**src/rtl/carry_select_adder_pipe.sv**
```systemverilog
// Two-stage pipelined carry-select adder/subtractor with valid/ready streaming.
// Stage 1 precomputes each group's sum and carry for both possible carry-ins.
// Stage 2 resolves the true carries through a select chain and registers the
// result. Both stages move together whenever the output slot is free or drained.
`timescale 1ns/1ps

module carry_select_adder_pipe #(
  parameter int WIDTH = 16,  // operand/result width, multiple of BLOCK
  parameter int BLOCK = 2    // bits per carry-select group, WIDTH/BLOCK >= 2
) (
  input  logic             clk,
  input  logic             rst,
  input  logic             in_valid,
  output logic             in_ready,
  input  logic [WIDTH-1:0] a,
  input  logic [WIDTH-1:0] b,
  input  logic             cin,
  input  logic             sub,
  output logic             out_valid,
  input  logic             out_ready,
  output logic [WIDTH-1:0] sum,
  output logic             cout,
  output logic             ovf
);

  localparam int NBLK = WIDTH / BLOCK;

  // One group's add with an explicit carry-in; returns {carry_out, sum}.
  function automatic logic [BLOCK:0] grp_add(input logic [BLOCK-1:0] x,
                                             input logic [BLOCK-1:0] y,
                                             input logic             ci);
    grp_add = {1'b0, x} + {1'b0, y} + {{BLOCK{1'b0}}, ci};
  endfunction

  // Signed overflow: operands of equal sign whose result sign differs.
  function automatic logic ovf_detect(input logic a_msb,
                                      input logic bb_msb,
                                      input logic s_msb);
    logic signed [1:0] sa;
    logic signed [1:0] sbb;
    sa  = {a_msb, 1'b0};
    sbb = {bb_msb, 1'b0};
    ovf_detect = (sa == sbb) && (s_msb != a_msb);
  endfunction

  // Effective operands: subtraction is a + ~b + 1, so cin is ignored in sub mode.
  logic [WIDTH-1:0] bb;
  logic             c0;

  assign bb = sub ? ~b : b;
  assign c0 = sub ? 1'b1 : cin;

  // Both stages advance together whenever the output slot can take new data.
  logic adv;

  assign adv      = ~out_valid | out_ready;
  assign in_ready = adv;

  // ---------------------------------------------------------------------------
  // Stage 1: per-group precompute for carry-in 0 and 1
  // ---------------------------------------------------------------------------
  // Group 0 sees the real carry-in immediately, so only its c0 result exists;
  // c0 itself is folded into that result and needs no separate register.
  logic [BLOCK-1:0]             g0_s_d;
  logic                         g0_k_d;
  logic [NBLK-1:1][BLOCK-1:0]   s0_d;
  logic [NBLK-1:1][BLOCK-1:0]   s1_d;
  logic [NBLK-1:1]              k0_d;
  logic [NBLK-1:1]              k1_d;

  // Speculative group sums for both carry-in values.
  always_comb begin
    g0_s_d = '0;
    g0_k_d = 1'b0;
    s0_d   = '0;
    s1_d   = '0;
    k0_d   = '0;
    k1_d   = '0;
    {g0_k_d, g0_s_d} = grp_add(a[BLOCK-1:0], bb[BLOCK-1:0], c0);
    for (int g = 1; g < NBLK; g++) begin
      {k0_d[g], s0_d[g]} = grp_add(a[g*BLOCK +: BLOCK], bb[g*BLOCK +: BLOCK], 1'b0);
      {k1_d[g], s1_d[g]} = grp_add(a[g*BLOCK +: BLOCK], bb[g*BLOCK +: BLOCK], 1'b1);
    end
  end

  logic                         vld_p1;
  logic [BLOCK-1:0]             g0_s_p1;
  logic                         g0_k_p1;
  logic [NBLK-1:1][BLOCK-1:0]   s0_p1;
  logic [NBLK-1:1][BLOCK-1:0]   s1_p1;
  logic [NBLK-1:1]              k0_p1;
  logic [NBLK-1:1]              k1_p1;
  logic                         a_msb_p1;
  logic                         bb_msb_p1;

  // Stage 1 register: captures the offered beat (or a bubble) on every advance.
  always_ff @(posedge clk or posedge rst) begin
    if (rst) begin
      vld_p1    <= 1'b0;
      g0_s_p1   <= '0;
      g0_k_p1   <= 1'b0;
      s0_p1     <= '0;
      s1_p1     <= '0;
      k0_p1     <= '0;
      k1_p1     <= '0;
      a_msb_p1  <= 1'b0;
      bb_msb_p1 <= 1'b0;
    end else if (adv) begin
      vld_p1    <= in_valid;
      g0_s_p1   <= g0_s_d;
      g0_k_p1   <= g0_k_d;
      s0_p1     <= s0_d;
      s1_p1     <= s1_d;
      k0_p1     <= k0_d;
      k1_p1     <= k1_d;
      a_msb_p1  <= a[WIDTH-1];
      bb_msb_p1 <= bb[WIDTH-1];
    end
  end

  // ---------------------------------------------------------------------------
  // Stage 2: carry select chain and result register
  // ---------------------------------------------------------------------------
  logic [WIDTH-1:0] sum_d;
  logic             cout_d;

  // Walk the groups LSB to MSB, picking each group's precomputed pair by the
  // carry resolved so far.
  always_comb begin : carry_select
    logic c;
    sum_d  = '0;
    cout_d = 1'b0;
    c      = g0_k_p1;
    sum_d[BLOCK-1:0] = g0_s_p1;
    for (int g = 1; g < NBLK; g++) begin
      sum_d[g*BLOCK +: BLOCK] = c ? s1_p1[g] : s0_p1[g];
      c = c ? k1_p1[g] : k0_p1[g];
    end
    cout_d = c;
  end

  // Output register: holds steady while the consumer stalls.
  always_ff @(posedge clk or posedge rst) begin
    if (rst) begin
      out_valid <= 1'b0;
      sum       <= '0;
      cout      <= 1'b0;
      ovf       <= 1'b0;
    end else if (adv) begin
      out_valid <= vld_p1;
      sum       <= sum_d;
      cout      <= cout_d;
      ovf       <= ovf_detect(a_msb_p1, bb_msb_p1, sum_d[WIDTH-1]);
    end
  end

endmodule

```
**config.mk**
```make
export PLATFORM = sky130hd
export DESIGN_NAME = carry_select_adder_pipe
export DESIGN_NICKNAME = d
export VERILOG_FILES = /design/src/rtl/carry_select_adder_pipe.sv
export SDC_FILE = /design/constraint.sdc
export NUM_CORES = 1
export LEC_CHECK = 0
export CORE_ASPECT_RATIO = 0.75
export CORE_MARGIN = 4
export CORE_UTILIZATION = 50
export CTS_CLUSTER_DIAMETER = 100
export DETAILED_ROUTE_END_ITERATION = 16
export DONT_BUFFER_PORTS = 1
export GPL_TIMING_DRIVEN = 0
export SETUP_SLACK_MARGIN = 0.2
export SYNTH_ARGS = -nofsm -noshare
export SYNTH_HDL_FRONTEND = slang
export SYNTH_SLANG_ARGS = --single-unit
```
**constraint.sdc**
```tcl
create_clock -name clk -period 3.25 [get_ports clk]
set_input_delay 0.65 -clock clk [delete_from_list [all_inputs] [get_ports clk]]
set_output_delay 0.65 -clock clk [all_outputs]
set_load 0.01 [all_outputs]
```
---- Yosys cells after proc, flatten, opt, wreduce, memory -nomap -nowiden ----
Cells that the tools add are included.
Widths: inputs -> output; s select.
cells by class
  add/sub/neg operators ................... 16
  eq/ne operators ......................... 2
  muxes and demuxes ....................... 16
  bitwise operators ....................... 3
  reductions and logical operators ........ 1
operators with widths
  cell                 count
  $add 2x2->3          8
  $add 3x1->3 const B  7
  $mux 16              1
  $not 16->16          1
  $mux 2               7
  $mux 1               8
  $add 3x1->3          1
  $eq 1x1->1           1
  $logic_and 1x1->1    1
  $ne 1x1->1           1
  $not 1->1            1
  $or 1x1->1           1
word-level totals
  register bits ........................... 67
  output and inout port bits .............. 20

---- Logic depth before layout (Yosys ltp) ----
  word-level depth ........................ 9
  mapped depth ............................ 10
  gate-level depth less buffers ........... 8

---- Least setup slack after synthesis ----
Ideal clock, no wire load.
  path type ............................... input port to flip-flop
  from .................................... input sub
  to ...................................... register k1_p1[1] in the netlist's numbering
  library setup time ...................... 77 ps
  arrival ................................. 2758 ps
  setup slack ............................. 415 ps
  cell stages on the path ................. 10
  buffers on the path ..................... 2
  cells stage by stage .................... clkbuf_1 -> clkbuf_1 -> xor2_1 -> ha_1 -> inv_1 -> fa_1 -> inv_1 -> ha_1 -> xor2_1 -> a21oi_1
RTL lines
  item                  line  text
  from (decl)           18    input logic sub,
  to (signal assigned)  115   k1_p1 <= k1_d;
  to (decl)             92    logic [NBLK-1:1] k1_p1;

==> run summary <==
Status -> finished, final reports clean
HPWL after DPL -> 5.584 mm
Worst-margin pin slew -> 854.7 ps
Port bufs -> 0
Worst-path fanout max -> 10
Clk_skew -> 9.030 ps
Clock sink total -> 67
Crit path capture type -> register
TritonCTS Buffers -> 9
Mapped Avg Cell Area -> 9.786 um^2
Die area -> 8317 um^2
Total Routing Usage GR -> 21.03%
Max-slew headroom -> 43.02%
Unrepaired setup endpoints after global routing -> no
CORE AREA -> 6506 um^2
Vias per cell -> 5.438
Gpl congestion -> 0.8361
Final-report max-slew violation count -> 0
Yosys top cell by area -> dfrtp_1
Ys async rst share -> 100.0%
#FFs+latches synth -> 67
GRT overflow -> 0
Antenna cells -> 0
Clk_lat worst skew -> 350 ps
Syn Inst Count -> 353
Crit path required time -> 3450 ps
VDD IR max -> 0.0003013 V
Routed WL -> 8.001 mm
Max Cap Violations -> 0
Drt first-iter violations -> 126
WP data arrival -> 3050 ps
Die Y-Extent -> 79.99 um
Clk root buf -> clkbuf_8
CTS H-tree lvls -> 3
Hold Vio Cnt, Final -> 0
Setup violators final -> 0
Drc violations -> 0
Crit path kind -> input port to register
Via count -> 2447
Initial Utilization -> 53.10%
Hold slack -> 337.6 ps
Clock-pin slew on the worst setup and hold paths -> 70 ps
First-pass detailed-route iteration total -> 4
Largest cells by area after synthesis -> dfrtp_1 (49%), nand2_1 (10%), fa_1 (5.2%), ha_1 (5.1%), mux2i_1 (4.3%)
Syn nets -> 414
Synth cell types -> 38
# rows -> 25
Post-layout util -> 57.48%
First-pass GRT wire length -> 13.13 mm
Post-synth EDFFs -> 0
Synth-to-Final Area Change -> 8.258%
Share of the synthesized area in the top cell type -> 48.53%
Most frequent cell after synthesis -> nand2_1
Num ports -> 58
Average wire per standard cell -> 17.78 um
Routed Antenna Nets -> 0
Die Wd -> 104.0 um
Fin nets -> 425
CTS Buffer Depth -> 2
Synth warn -> 0
Pin count of the biggest net entering global routing -> 68
Ys flop type -> dfrtp_1
Fmax -> 350.5 MHz
Setup crit start kind -> input port
Synth Cell Area -> 3455 um^2
Synth top cells by count -> nand2_1 (92), dfrtp_1 (67), nor2_1 (22)
Worst hold path type -> input port to asynchronous set/reset pin
Antenna violations before repair -> 0
PwrDens -> 724.3 nW/um^2
CTS tree -> yes
Share of layout cells above drive strength 1 -> 7.317%
Leakage -> 1.765 nW
Seq/Total Area, Yosys -> 48.53%
Filler Cell Count -> 599
Vias in the first global route -> 2449
Post-CTS Setup Bufs -> 0
Fin crit period -> 2853 ps
Period utilization -> 87.78%
power breakdown:
part           switching (W)  leakage [nW]  internal, W  total [W]
Clock               0.000321        0.0884     0.000316   0.000637
Combinational       0.000425         0.885     0.000336   0.000761
Sequential          0.000229         0.791      0.00108    0.00131
Total               0.000976          1.76      0.00173    0.00271
area by class of cell:
cell class              instances  area (um^2)  share of cell area [%]
plain buffers                  16        68.82                   1.840
multi-input cells             250         1635                   43.73
clock inverters                 4        25.02                  0.6691
inverters                      20        77.57                   2.074
clock buffers                  12        155.1                   4.149
flip-flops and latches         67         1677                   44.83
well taps                      81        101.3                   2.710
layer usage:
metal,part of all wire (%),vias to the layer above,GRT usage (%)
met5,0,-,0
met2,43,82,30.80
met3,7.4,6,7.114
met4,0.75,0,6.375
li1,-,1164,-
met1,49,1195,29.55
worst max-delay path, cell delays in order:
cell and delay, ps:
clkbuf_1 520, clkbuf_2 500, xor2_1 200, ha_1 160, inv_1 40, fa_1 510
inv_1 50, ha_1 180, xor2_1 140, a21oi_1 90
repair_timing:
action,4_1_cts,5_1_grt
hold buffers,0,0
endpoints found under the hold margin,0,0
setup endpoints to repair,4,0
gates resized for setup,1,0
logic make-up (layout without fill, tap and decap cells):
group                    count (synthesis)  after routing  synth area share (%)
buffers and inverters                   36             52                 4.129
adder cells (fa/ha/maj)                 23             23                 10.29
multiplexers                            17             17                 5.433
AND/OR/NAND/NOR                        135            135                 16.48
AO/OA/AOI/OAI                           52             52                 9.309
XOR/XNOR                                23             23                 5.831
flip-flops                              67             67                 48.53
per-stage QoR:
stage	area, um^2	setup WS (ps)	std cells	total power, W	setup TNS, ps
2_1_floorplan	3455	414.6	353	0.001881	0
5_1_grt	3740	257.1	450	0.002908	0
3_3_place_gp	3556	-238.7	434	0.002067	-1294
4_1_cts	3740	410.0	450	0.002733	0
3_5_place_dp	3558	-218.7	434	0.002092	-1454
6_report	3740	397.1	450	0.002709	0
state kept, by name, summed over array words and instances (netlist names):
signal     cells
ovf            1
k0_p1          7
vld_p1         1
bb_msb_p1      1
g0_s_p1        2
k1_p1          7
s0_p1         14
g0_k_p1        1
a_msb_p1       1
out_valid      1
s1_p1         14
sum           16
cout           1
worst paths after layout:
path                            slack, ps  depth (start not counted)          to       start
worst max-delay path                  400                         10    k1_p1[2]         sub
worst min-delay path                  340                          1    s0_p1[2]         rst
worst max register to register       1110                          7     sum[14]    k0_p1[3]
worst min register to register        470                          2  g0_s_p1[1]  g0_s_p1[1]
max in group asynchronous            2350                          1   out_valid         rst
min in group clk                      410                          2      vld_p1    in_valid
layout by cell type (no fill, tap or decap), types with 2 or more instances in the layout:
| cell type | n |
|---|---|
| a21oi_2 | 2 |
| nand2b_1 | 2 |
| dfrtp_1 | 67 |
| buf_1 | 3 |
| nand3b_1 | 4 |
| inv_1 | 18 |
| o21ai_0 | 9 |
| o21a_1 | 7 |
| nand3_1 | 3 |
| clkbuf_1 | 12 |
| mux2i_1 | 15 |
| clkbuf_8 | 11 |
| or3b_1 | 2 |
| nor2b_1 | 2 |
| clkinv_2 | 2 |
| o21ai_1 | 8 |
| fa_1 | 9 |
| clkinvlp_4 | 2 |
| nor2_1 | 22 |
| a31oi_1 | 2 |
| nand2_1 | 92 |
| xnor2_1 | 8 |
| ha_1 | 14 |
| a21oi_1 | 19 |
| xor2_1 | 15 |
| or2_4 | 2 |
(Power assumes the default switching activity.)
